<file path="config.mk">
export PLATFORM = sky130hd
export DESIGN_NAME = pipelined_bitwise_logic_unit
export DESIGN_NICKNAME = d
export VERILOG_FILES = /design/src/rtl/pipelined_bitwise_logic_unit.sv
export SDC_FILE = /design/constraint.sdc
export NUM_CORES = 1
export LEC_CHECK = 0
export CAP_MARGIN = 15
export CORE_MARGIN = 1
export CORE_UTILIZATION = 60
export DETAILED_ROUTE_END_ITERATION = 8
export GPL_ROUTABILITY_DRIVEN = 0
export GPL_TIMING_DRIVEN = 0
export PLACE_DENSITY = 0.87
export SYNTH_ARGS = -nofsm -noshare
export SYNTH_HDL_FRONTEND = slang
export SYNTH_SLANG_ARGS = --single-unit
</file>
<file path="constraint.sdc">
create_clock -name clk -period 2.9 [get_ports clk]
set_input_delay 0.29 -clock clk [delete_from_list [all_inputs] [get_ports clk]]
set_output_delay 0.29 -clock clk [all_outputs]
set_load 0.03 [all_outputs]
</file>
<file path="src/rtl/pipelined_bitwise_logic_unit.sv">
// Two-stage WIDTH-bit bitwise logic unit with valid/ready flow control, zero and parity flags.
// Define BLU_ACCUM_EN to let an op take the previous op's result as operand A.
module pipelined_bitwise_logic_unit #(
  parameter int WIDTH = 20
) (
  input  logic             clk,
  input  logic             rst_n,
  input  logic             clr,
  input  logic             in_valid,
  output logic             in_ready,
  input  logic [WIDTH-1:0] in_a,
  input  logic [WIDTH-1:0] in_b,
  input  logic [2:0]       in_op,
  input  logic             in_acc,
  output logic             out_valid,
  input  logic             out_ready,
  output logic [WIDTH-1:0] out_result,
  output logic             out_zero,
  output logic             out_parity,
  output logic [2:0]       out_op
);

  typedef enum logic [2:0] {
    OP_AND  = 3'd0,
    OP_OR   = 3'd1,
    OP_XOR  = 3'd2,
    OP_NAND = 3'd3,
    OP_NOR  = 3'd4,
    OP_XNOR = 3'd5,
    OP_ANDN = 3'd6,
    OP_PASS = 3'd7
  } blu_op_e;

  // Handshake: a transfer happens on a rising edge where valid and ready are both 1.
  // Ready never depends on the same port's valid; a producer holds its data until it transfers.
  logic             s1_valid_q, s1_valid_d;
  logic [WIDTH-1:0] s1_a_q, s1_a_d;
  logic [WIDTH-1:0] s1_b_q, s1_b_d;
  logic [2:0]       s1_op_q, s1_op_d;

  logic             s2_valid_q, s2_valid_d;
  logic [WIDTH-1:0] s2_result_q, s2_result_d;
  logic [2:0]       s2_op_q, s2_op_d;

  logic             adv;
  logic             accept;
  logic             s1_move;
  logic [WIDTH-1:0] op_a;
  logic [WIDTH-1:0] func_result;

  assign adv      = !s2_valid_q || out_ready;
  assign in_ready = !clr && (!s1_valid_q || adv);
  assign accept   = in_valid && in_ready;
  assign s1_move  = s1_valid_q && adv && !clr;

`ifdef BLU_ACCUM_EN
  logic             s1_acc_q, s1_acc_d;
  logic [WIDTH-1:0] acc_q, acc_d;

  // acc always holds the result of the most recent op to leave S1.
  assign op_a = s1_acc_q ? acc_q : s1_a_q;

  always_comb begin
    s1_acc_d = s1_acc_q;
    acc_d    = acc_q;
    if (accept) s1_acc_d = in_acc;
    if (clr) acc_d = '0;
    else if (s1_move) acc_d = func_result;
  end

  always_ff @(posedge clk or negedge rst_n) begin
    if (!rst_n) begin
      s1_acc_q <= 1'b0;
      acc_q    <= '0;
    end else begin
      s1_acc_q <= s1_acc_d;
      acc_q    <= acc_d;
    end
  end
`else
  logic unused_in_acc;
  assign unused_in_acc = in_acc;
  assign op_a          = s1_a_q;
`endif

  always_comb begin
    func_result = '0;
    case (blu_op_e'(s1_op_q))
      OP_AND:  func_result = op_a & s1_b_q;
      OP_OR:   func_result = op_a | s1_b_q;
      OP_XOR:  func_result = op_a ^ s1_b_q;
      OP_NAND: func_result = ~(op_a & s1_b_q);
      OP_NOR:  func_result = ~(op_a | s1_b_q);
      OP_XNOR: func_result = ~(op_a ^ s1_b_q);
      OP_ANDN: func_result = op_a & ~s1_b_q;
      OP_PASS: func_result = op_a;
      default: func_result = '0;
    endcase
  end

  always_comb begin
    s1_valid_d  = s1_valid_q;
    s1_a_d      = s1_a_q;
    s1_b_d      = s1_b_q;
    s1_op_d     = s1_op_q;
    s2_valid_d  = s2_valid_q;
    s2_result_d = s2_result_q;
    s2_op_d     = s2_op_q;

    if (accept) begin
      s1_a_d  = in_a;
      s1_b_d  = in_b;
      s1_op_d = in_op;
    end

    // clr wins over every handshake; data registers may keep stale values.
    if (clr) begin
      s1_valid_d = 1'b0;
      s2_valid_d = 1'b0;
    end else begin
      if (accept) s1_valid_d = 1'b1;
      else if (s1_valid_q && adv) s1_valid_d = 1'b0;
      if (adv) s2_valid_d = s1_valid_q;
    end

    if (s1_move) begin
      s2_result_d = func_result;
      s2_op_d     = s1_op_q;
    end
  end

  always_ff @(posedge clk or negedge rst_n) begin
    if (!rst_n) begin
      s1_valid_q  <= 1'b0;
      s1_a_q      <= '0;
      s1_b_q      <= '0;
      s1_op_q     <= '0;
      s2_valid_q  <= 1'b0;
      s2_result_q <= '0;
      s2_op_q     <= '0;
    end else begin
      s1_valid_q  <= s1_valid_d;
      s1_a_q      <= s1_a_d;
      s1_b_q      <= s1_b_d;
      s1_op_q     <= s1_op_d;
      s2_valid_q  <= s2_valid_d;
      s2_result_q <= s2_result_d;
      s2_op_q     <= s2_op_d;
    end
  end

  // Flags derive from the held result, so they stay stable under backpressure.
  assign out_valid  = s2_valid_q;
  assign out_result = s2_result_q;
  assign out_op     = s2_op_q;
  assign out_zero   = ~|s2_result_q;
  assign out_parity = ^s2_result_q;

endmodule

</file>
# ---- Word-level counts from Yosys, hierarchy flattened
# Index checks and enable logic that the tools add are counted.
dict set report op_classes {
  bitwise_logic 8
  mux 6
  n_eq_ne 7
  reduce_logical 15
}
# op n
set ops {}
lappend ops {{one-hot mux 20 bit (8 select lines)} 1}
lappend ops {{inverter 20 bit} 4}
lappend ops {{bitwise AND 20 bit} 2}
lappend ops {{OR 20 bit} 1}
lappend ops {{OR reduction 20 bit} 1}
lappend ops {{parity 20 bit} 1}
lappend ops {{bitwise XOR 20 bit} 1}
lappend ops {{equality test 3 bit (second input constant)} 4}
lappend ops {{equality test 3 x 2 -> 1 bit (second input constant)} 2}
lappend ops {{2-to-1 mux 1 bit} 5}
lappend ops {{logical AND 1 bit} 4}
lappend ops {{logical NOT 1 bit} 4}
lappend ops {{equality test 3 x 1 -> 1 bit (second input constant)} 1}
lappend ops {{logical NOT 3 bit} 1}
lappend ops {{nonzero test 3 bit} 1}
lappend ops {{logical OR 1 bit} 2}
lappend ops {{nonzero test 2 bit} 1}
dict set report totals {
  wordCells 43
  out_inout_bits 27
  in_bits 49
  reg_bits 68
}

# ---- Logic depth before layout (Yosys ltp)
# Gate-level depths: netlist of the first run.
dict set report logic_depth {
  depth_word 7
  depth_mapped 7
}

# ---- Worst setup path before layout of the first run
# OpenSTA, ideal clock, no wires.
dict set report synth_path {
  kind {flip-flop to output port}
  from {reg s2_result_q[0] (netlist: out_result[0])}
  to {out out_parity}
  arrival_time_ns 1.850
  stages_incl_launch_ff 7
  path_slack_ns 0.760
  path_cell_list {dfrtp_1 > inv_1 > ha_1 > xnor2_1 > xnor2_1 > xnor2_1 > xnor2_1}
}
dict set report synth_via {
  elab_chain_cells 1
}
# element line_no
set synth_rtl {}
lappend synth_rtl {{start: declaration} 42} ;# logic [WIDTH-1:0] s2_result_q, s2_result_d;
lappend synth_rtl {{start signal: assignment} 147} ;# s2_result_q <= s2_result_d;
lappend synth_rtl {{parity 20 bit} 157} ;# assign out_parity = ^s2_result_q;
lappend synth_rtl {{end: declaration} 19} ;# output logic out_parity,
# No other way between the ends.

# ---- Final worst setup path of the first run
dict set report layout_path {
  from {reg s2_result_q[12] (netlist: out_result[12])}
  to {out out_parity}
}
# Same word-level chain as after synthesis.

==> metrics.txt, run 1 <==
status=finished clean; maxcap violations=0; LEAKAGE=0.00306 µW; register clock-pin slew on the reported worst setup and hold paths=0.08 ns; Avg Synthesized Cell Area=about 10 µm²; Synth Cell Area=0.00534 mm²; Tcrit/Tclk final=0.845; Fillers=approximately 610; Layout area overhead=19.9%; First-pass DRT Iterations=5; Slew headroom=0.406; Critical Path, Cell by Cell=inv_1, ha_1, xnor2_1, xnor2_1, xnor2_1, xnor2_1, dlymetal6s2s_1; post-layout min period=2.45 ns; top post-synthesis cells by count=ha_1 (70), dfrtp_1 (68), inv_1 (62); CTS tree=built; first-pass GRT wire length=around 23000 µm; layout cell share with drive strength beyond 1=0.217; kind of critical path=reg -> out; Starting Density=0.616; via count=4540; grt ovf=0; DPL Wire Length=just under 10000 µm; CP startpoint=out_result[12]$_DFFE_PN0P_; slew at the pin with the worst max-slew slack=roughly 0.9 ns; Combinational Power Share=0.553; WL/cell=19.8 µm; Num CTS Buffers=9; #FFs+latches synth=68; maximum vdd drop=0.000330 V; crit-path max cell delay=approximately 0.41 ns; antenna cells=0; Hold WC Path Type=in -> async; Die ar.=0.00929 mm²; largest net degree at the start of global routing=69; family with the most delay on the worst path=XOR/XNOR gates; EDFF count, synth=0; Sw Ratio=0.426; DRT Wirelength=between 10000 and 15000 µm; most frequent cell after synthesis=ha_1; Final ANT Viol Nets=0; Root Driver=clkbuf_8; register area=around 0.0017 mm²; count of nets after finishing=around 730; top cell type's share of synthesized area=0.318; Crit path arrival time=2.16 ns; final setup fails=0; clk_lat worst skew=about 0.37 ns; Synth area leader=dfrtp_1; Clock Sinks=between 60 and 70; Main synth FF type=dfrtp_1; distinct cell type count after synthesis=43; cell mode on critical path=xnor2_1; sequential area share after synthesis=0.318; Req. time, crit path=about 2.6 ns; Final Cell Area=~0.0064 mm²; Sequential Power Share=0.283; Core Box Area=between 0.008 and 0.009 mm²; die height=~96 µm; worst r2r src=s1_op_q[0]$_DFFE_PN0P_; Post-synth ARST share=1.00; Slew Limit Fails=0; Die W=a little under 100 µm; Synth Warn #=0; area of the multi-input gates=about 0.0031 mm²; Post-DP Area=between 0.006 and 0.007 mm²; CTS H-Tree Depth=3; Cell Rows=34; I/O pin cnt=76; Synth Instances=between 500 and 600; clock buffer depth=2; net switching power=between 2000 and 2500 µW; clock skew=between 0.008 and 0.009 ns; Finished Layout Cells=725; GRT Total Usage=0.330; Via density=between 6 and 7; placed insts=710; fmax=slightly above 400 MHz; Setup crit start kind=register; final hold viol count=0; DRT iter0 DRCs=345; Power Density=roughly 750 mW/mm²; WP buf/inv=2; Synth area leaders=dfrtp_1 (32%), ha_1 (16%), mux2_2 (9.5%); critical path fanouts, max=3; Crit. End Element=output pin; internal power=2760 µW; net count after synthesis=roughly 650; number of port buffers=74; DR DRC count=0; vias in the first global route=between 4000 and 5000; initial antenna violation count=0; slowest CP cell=dfrtp_1; RSZ-0062 raised after global routing=no; CTS Hold Buffers Added=0; Min Hold Slack=0.0372 ns; Clock Power Share=0.164
==> cells in the final DEF (no fill, tap or decap), drive strengths merged, types with 4 or more instances in the layout <==
master / count
xnor2: 8
and3b: 16
nor2: 58
o221ai: 19
buf: 33
dfrtp: 68
nor2b: 5
o21ai: 21
clkbuf: 18
clkdlybuf4s50: 72
a21oi: 34
ha: 70
o31ai: 4
a22oi: 16
inv: 64
mux2: 61
a22o: 16
nand2: 12
==> per-layer routing <==
layer  vias to the layer above  share of wire  routed length (µm)  track usage
met5                         -              0                   0            0
met4                         0          0.040                 570        0.191
met3                        62          0.084                1210       0.0689
met2                       287           0.49                6980        0.550
met1                      2188           0.39                5600        0.396
li1                       2003              -                   -            -
==> kinds of logic after synthesis <==
kind of cell / share of synthesized area
compound gates: 0.170
xor+xnor: 0.0148
fa+ha+maj: 0.164
buf+inv: 0.0951
flops: 0.318
mux: 0.140
simple gates: 0.0976
==> worst reg2reg max path: cells and delay by family, from the launching register on <==
family          cells  cell delay, ns
compound gates      3            0.59
buf+inv             2            0.46
flops               1            0.37
simple gates        1            0.29
==> repair_timing <==
| item | CTS | global route |
|---|---|---|
| gates resized for setup | 0 | 1 |
| setup endpoints to repair | 0 | 1 |
| setup buffers | 0 | 0 |
==> power groups by stage <==
stage	Clock, µW	Combinational, µW	Sequential, µW
final	791	2660	1360
after global routing	831	2840	1390
after CTS	782	2610	1350
after detailed placement	0	2580	1370
after global placement	0	2490	1360
after floorplan	0	1570	1510
==> stage by stage <==
step | setup slack (ns) | util | power [µW] | TNS [ns]
6_report | 0.451 | 0.738 | 4810 | 0
4_1_cts | 0.0760 | 0.738 | 4740 | 0
3_5_place_dp | 0.489 | 0.716 | 3950 | 0
5_1_grt | 0.323 | 0.738 | 5050 | 0
2_1_floorplan | 0.760 | - | 3070 | 0
3_3_place_gp | -0.747 | 0.717 | 3850 | -50.57
==> flip-flops by register name, summed over array words and instances, names as in the netlist <==
register	cells
s1_valid_q	1
s1_op_q	3
out_valid	1
op_a	20
s1_b_q	20
out_op	3
out_result	20
==> cell type report <==
cell class | count | area share
multi-input cells | 360 | 0.489
flip-flops and latches | 68 | 0.266
clock inverters | 1 | 0.000781
inverters | 64 | 0.0375
clock buffers | 14 | 0.0285
repair buffers | 74 | 0.116
well taps | 108 | 0.0211
plain buffers | 36 | 0.0418
==> worst paths after layout <==
path	to	slack, ns	depth (start not counted)
worst max-delay path	out_parity	0.45	7
worst min-delay path	op_a[3]$_DFFE_PN0P_	0.04	1
worst max register to register	out_result[13]$_DFFE_PN0P_	1.08	6
worst min register to register	out_op[1]$_DFFE_PN0P_	0.49	2
max in group asynchronous	out_result[6]$_DFFE_PN0P_	2.28	1
min in group clk	out_op[1]$_DFFE_PN0P_	0.49	2
Note: power is estimated with default switching activity, not from simulation.
==> inputs of run 2 (changes only) <==
--- a/config.mk
+++ b/config.mk
@@ -7,11 +7,11 @@
 export LEC_CHECK = 0
 export CAP_MARGIN = 15
 export CORE_MARGIN = 1
-export CORE_UTILIZATION = 60
+export CORE_UTILIZATION = 56
 export DETAILED_ROUTE_END_ITERATION = 8
 export GPL_ROUTABILITY_DRIVEN = 0
 export GPL_TIMING_DRIVEN = 0
-export PLACE_DENSITY = 0.87
+export PLACE_DENSITY = 0.82
 export SYNTH_ARGS = -nofsm -noshare
 export SYNTH_HDL_FRONTEND = slang
 export SYNTH_SLANG_ARGS = --single-unit
==> constraint.sdc (replaced) <==
create_clock -name clk -period 2.3 [get_ports clk]
set_input_delay 0.23 -clock clk [delete_from_list [all_inputs] [get_ports clk]]
set_output_delay 0.23 -clock clk [all_outputs]
set_load 0.03 [all_outputs]
==> metrics.txt, run 2 (synthesized netlist as in run 1, its figures left out) <==
status=complete, but fails checks; failing checks=hold timing; RSZ-0062 raised after global routing=no; Starting Density=0.578; vias in the first global route=around 4500; Hold WC Path Type=in -> async; Layout area overhead=21.0%; antenna cells=0; grt ovf=0; Req. time, crit path=slightly above 2 ns; Cell Rows=35; Crit. End Element=output pin; post-layout min period=2.19 ns; Crit path arrival time=approximately 2 ns; clk_lat worst skew=between 0.3 and 0.4 ns; WL/cell=between 15 and 20 µm; Min Hold Slack=-0.0579 ns; final setup fails=0; largest net degree at the start of global routing=69; Tcrit/Tclk final=0.952; via count=about 4400; final hold viol count=28; Num CTS Buffers=9; met3 Usage GRT=0.0555; post-route setup slack=0.110 ns; family with the most delay on the worst path=XOR/XNOR gates; fmax=457 MHz; met2 usage=0.501; Die W=~100 µm; First-pass DRT Iterations=5; layout cell share with drive strength beyond 1=0.229; kind of critical path=reg -> out; GRT Total Usage=0.296; Slew Limit Fails=0; Setup crit start kind=register; DPL Wire Length=roughly 10000 µm; Critical Path, Cell by Cell=inv_1, ha_1, xnor2_2, xnor2_1, xnor2_1, xnor2_1, buf_4; Most Used Layer, Global Route=met2; CTS tree=built; DRT iter0 DRCs=310; WP depth=7; DR DRC count=0; register clock-pin slew on the reported worst setup and hold paths=around 0.08 ns; Clock Sinks=68; pre-CTS setup slack=-0.124 ns; commonest non-fill, non-tap cell in the layout=clkdlybuf4s50_1; Core Box Area=between 0.009 and 0.01 mm²; crit-path max cell delay=approximately 0.39 ns; first-pass GRT wire length=roughly 23000 µm; DRT Wirelength=13900 µm; number of port buffers=74; Slew headroom=0.398; cell mode on critical path=xnor2_1; I/O pin cnt=76; clock buffer depth=2; clock skew=between 0.015 and 0.02 ns; WP buf/inv=2; LEAKAGE=about 0.0031 µW; critical path fanouts, max=3; Final ANT Viol Nets=0; M1 GR Usage=0.371; slowest CP cell=dfrtp_1; initial antenna violation count=0; count of nets after finishing=~740; Die ar.=just under 0.01 mm²; die height=99.7 µm; most frequent cells in the layout=clkdlybuf4s50_1 (71), ha_1 (69), dfrtp_1 (68); Power Density=roughly 940 mW/mm²; CTS H-Tree Depth=3; reg2reg path depth=7; slew at the pin with the worst max-slew slack=between 0.9 and 1 ns; Via density=approximately 5.9; Root Driver=clkbuf_8; maxcap violations=0; maximum vdd drop=~0.00052 V; Util after Layout=0.700; CTS Hold Buffers Added=0
run 2: power breakdown:
| group | internal, µW | switching (µW) |
|---|---|---|
| logic | 1590 | 1840 |
| registers | 1440 | 264 |
| clock network | 441 | 506 |
run 2: area by class of cell:
cell class,instances,area (µm²)
multi-input combinational,360,3160
buffer,36,268
fill,707,2770
sequential,68,1700
clock buffer,11,151
tap,129,161
inverter,64,240
clock inverter,4,25.0
timing repair buffer,77,757
run 2: metrics by stage:
step	instance area [µm²]	total power, µW	std cells	TNS, ns
after floorplan	5340	3820	528	0
after global placement	6250	4780	731	-86.89
after detailed placement	6240	4860	731	-0.124
after CTS	6420	5960	746	0
after global routing	6470	6380	749	0
final	6470	6080	749	0
run 2: routing by layer:
layer  vias to the layer above  share of wire  routed length, µm
li1                       2007              -                  -
met1                      2156           0.42               5890
met2                       223           0.48               6700
met4                         0          0.022                303
met3                        38          0.075               1040
met5                         -              0                  0
run 2: worst paths after layout:
check	end	from	slack, ns
worst max-delay path	out_parity	out_result[1]$_DFFE_PN0P_	0.11
worst min-delay path	op_a[3]$_DFFE_PN0P_	rst_n	-0.06
worst max register to register	out_result[11]$_DFFE_PN0P_	s1_op_q[1]$_DFFE_PN0P_	0.56
worst min register to register	out_op[1]$_DFFE_PN0P_	out_op[1]$_DFFE_PN0P_	0.49
max in group asynchronous	out_result[7]$_DFFE_PN0P_	rst_n	1.70
min in group clk	s1_b_q[1]$_DFFE_PN0P_	in_b[1]	0.47
run 2: what timing repair did:
item,4_1_cts,5_1_grt
setup endpoints to repair,2,1
pin swaps,0,2
gates resized for setup,7,3
buffers inserted,0,3
==> inputs of run 3 (changes only) <==
==> constraint.sdc (replaced) <==
create_clock -name clk -period 2.3 [get_ports clk]
set_input_delay 0.46 -clock clk [delete_from_list [all_inputs] [get_ports clk]]
set_output_delay 0.46 -clock clk [all_outputs]
set_load 0.03 [all_outputs]
==> metrics.txt, run 3 (synthesized netlist as in run 1, its figures left out) <==
status=complete, but fails checks; failing checks=setup timing; antenna cells=0; Most Used Layer, Global Route=met2; maxcap violations=0; Sw Ratio=0.411; Critical Path, Cell by Cell=inv_1, ha_1, xor2_1, xnor2_2, xnor2_2, buf_6; initial antenna violation count=0; Starting Density=0.578; Root Driver=clkbuf_8; Req. time, crit path=between 1.5 and 2 ns; number of port buffers=74; DRT Wirelength=~15000 µm; Crit. End Element=output pin; Cell Rows=35; CTS Hold Buffers Added=0; Layout area overhead=24.5%; CTS tree=built; M1 GR Usage=0.371; WP buf/inv=2; cell mode on critical path=xnor2_2; Slew headroom=0.413; via count=4660; commonest non-fill, non-tap cell in the layout=clkdlybuf4s50_1; internal power=just over 4000 µW; r2r setup slk=0.42 ns; family with the most delay on the worst path=XOR/XNOR gates; GRT Total Usage=0.308; Final Cell Area=0.00665 mm²; count of nets after finishing=741; net switching power=~2900 µW; die height=roughly 100 µm; Post-DP Area=between 0.006 and 0.007 mm²; DRT iter0 DRCs=about 440; LEAKAGE=0.00316 µW; clock skew=between 0.01 and 0.015 ns; Slew Limit Fails=0; Final ANT Viol Nets=0; slowest CP cell=dfrtp_1; most frequent cells in the layout=clkdlybuf4s50_1 (70), dfrtp_1 (68), ha_1 (66); Tcrit/Tclk final=1.03; vias in the first global route=approximately 4700; Setup crit start kind=register; Combinational Power Share=0.583; crit-path max cell delay=0.42 ns; DPL Wire Length=about 10000 µm; maximum vdd drop=about 0.00057 V; Core Box Area=between 0.009 and 0.01 mm²; CTS H-Tree Depth=3; Min Hold Slack=0.200 ns; Crit path arrival time=roughly 1.9 ns; I/O pin cnt=76; WL/cell=19.8 µm; Num CTS Buffers=9; final setup fails=1; Sequential Power Share=0.245; Die ar.=just under 0.01 mm²; final hold viol count=0; met2 usage=0.515; met3 Usage GRT=0.0654; clk_lat worst skew=0.38 ns; slew at the pin with the worst max-slew slack=0.881 ns; First-pass DRT Iterations=5; kind of critical path=reg -> out; RSZ-0062 raised after global routing=yes; fmax=roughly 420 MHz; Clock Sinks=a little under 70; critical path fanouts, max=3; post-layout min period=2.38 ns; Via density=6.16; Power Density=1040 mW/mm²; Die W=approximately 100 µm; register clock-pin slew on the reported worst setup and hold paths=~0.080 ns; largest net degree at the start of global routing=69; post-route setup slack=-0.0752 ns; first-pass GRT wire length=between 20000 and 25000 µm; Clock Power Share=0.173; grt ovf=0; Util after Layout=0.720; DR DRC count=0; overall power=about 6900 µW; clock buffer depth=2; Hold WC Path Type=in -> async; layout cell share with drive strength beyond 1=0.262
-- run 3: cell count changes in the layout (fill, tap and decap cells not counted), sizes merged --
cell | previous run | this run
clkbuf | 15 | 17
clkdlybuf4s50 | 71 | 70
bufinv | 0 | 2
clkinvlp | 2 | 0
buf | 37 | 43
-- run 3: path summary, 6_finish.rpt --
| check | start | depth (start not counted) | endpoint |
|---|---|---|---|
| min | rst_n | 1 | s1_b_q[3]$_DFFE_PN0P_ |
| max reg2reg | s1_op_q[1]$_DFFE_PN0P_ | 7 | out_result[14]$_DFFE_PN0P_ |
| max in group asynchronous | rst_n | 1 | out_result[14]$_DFFE_PN0P_ |
| max | out_result[18]$_DFFE_PN0P_ | 6 | out_parity |
| min reg2reg | out_op[1]$_DFFE_PN0P_ | 2 | out_op[1]$_DFFE_PN0P_ |
| min in group clk | out_op[1]$_DFFE_PN0P_ | 2 | out_op[1]$_DFFE_PN0P_ |
-- run 3: layout make-up --
| class | instances | area (µm²) |
|---|---|---|
| plain buffers | 36 | 268 |
| clock buffers | 12 | 165 |
| clock inverters | 4 | 70.1 |
| fillers | 669 | 2590 |
| inverters | 64 | 240 |
| multi-input cells | 360 | 3240 |
| flip-flops and latches | 68 | 1700 |
| well taps | 129 | 161 |
| repair buffers | 83 | 801 |
-- run 3: repair_timing --
action,4_1_cts,5_1_grt
gates resized for setup,9,21
setup buffers,0,9
pin swaps,0,6
endpoints found under the hold margin,0,0
endpoints found under the setup margin,3,2
-- run 3: power by group through the flow --
| stage | clock network (µW) | registers [µW] | logic, µW |
|---|---|---|---|
| 4_1_cts | 1200 | 1700 | 3490 |
| 2_1_floorplan | 0 | 1900 | 2150 |
| 3_3_place_gp | 0 | 1710 | 3170 |
| 6_report | 1200 | 1700 | 4050 |
| 5_1_grt | 1250 | 1720 | 4250 |
| 3_5_place_dp | 0 | 1720 | 3320 |
-- run 3: metrics by stage --
step | setup slack (ns) | cells | TNS (ns)
final | -0.0752 | 756 | -0.0752
after global routing | -0.142 | 756 | -0.142
after CTS | -0.227 | 747 | -0.227
after detailed placement | -0.348 | 731 | -0.392
after global placement | -1.50 | 731 | -102.07
after floorplan | 0.144 | 528 | 0
-- run 3: per-layer routing --
metal  vias to the layer above  part of all wire
li1                       2022                 -
met3                        78             0.083
met1                      2252              0.39
met2                       308              0.48
met5                         -                 0
met4                         0             0.043
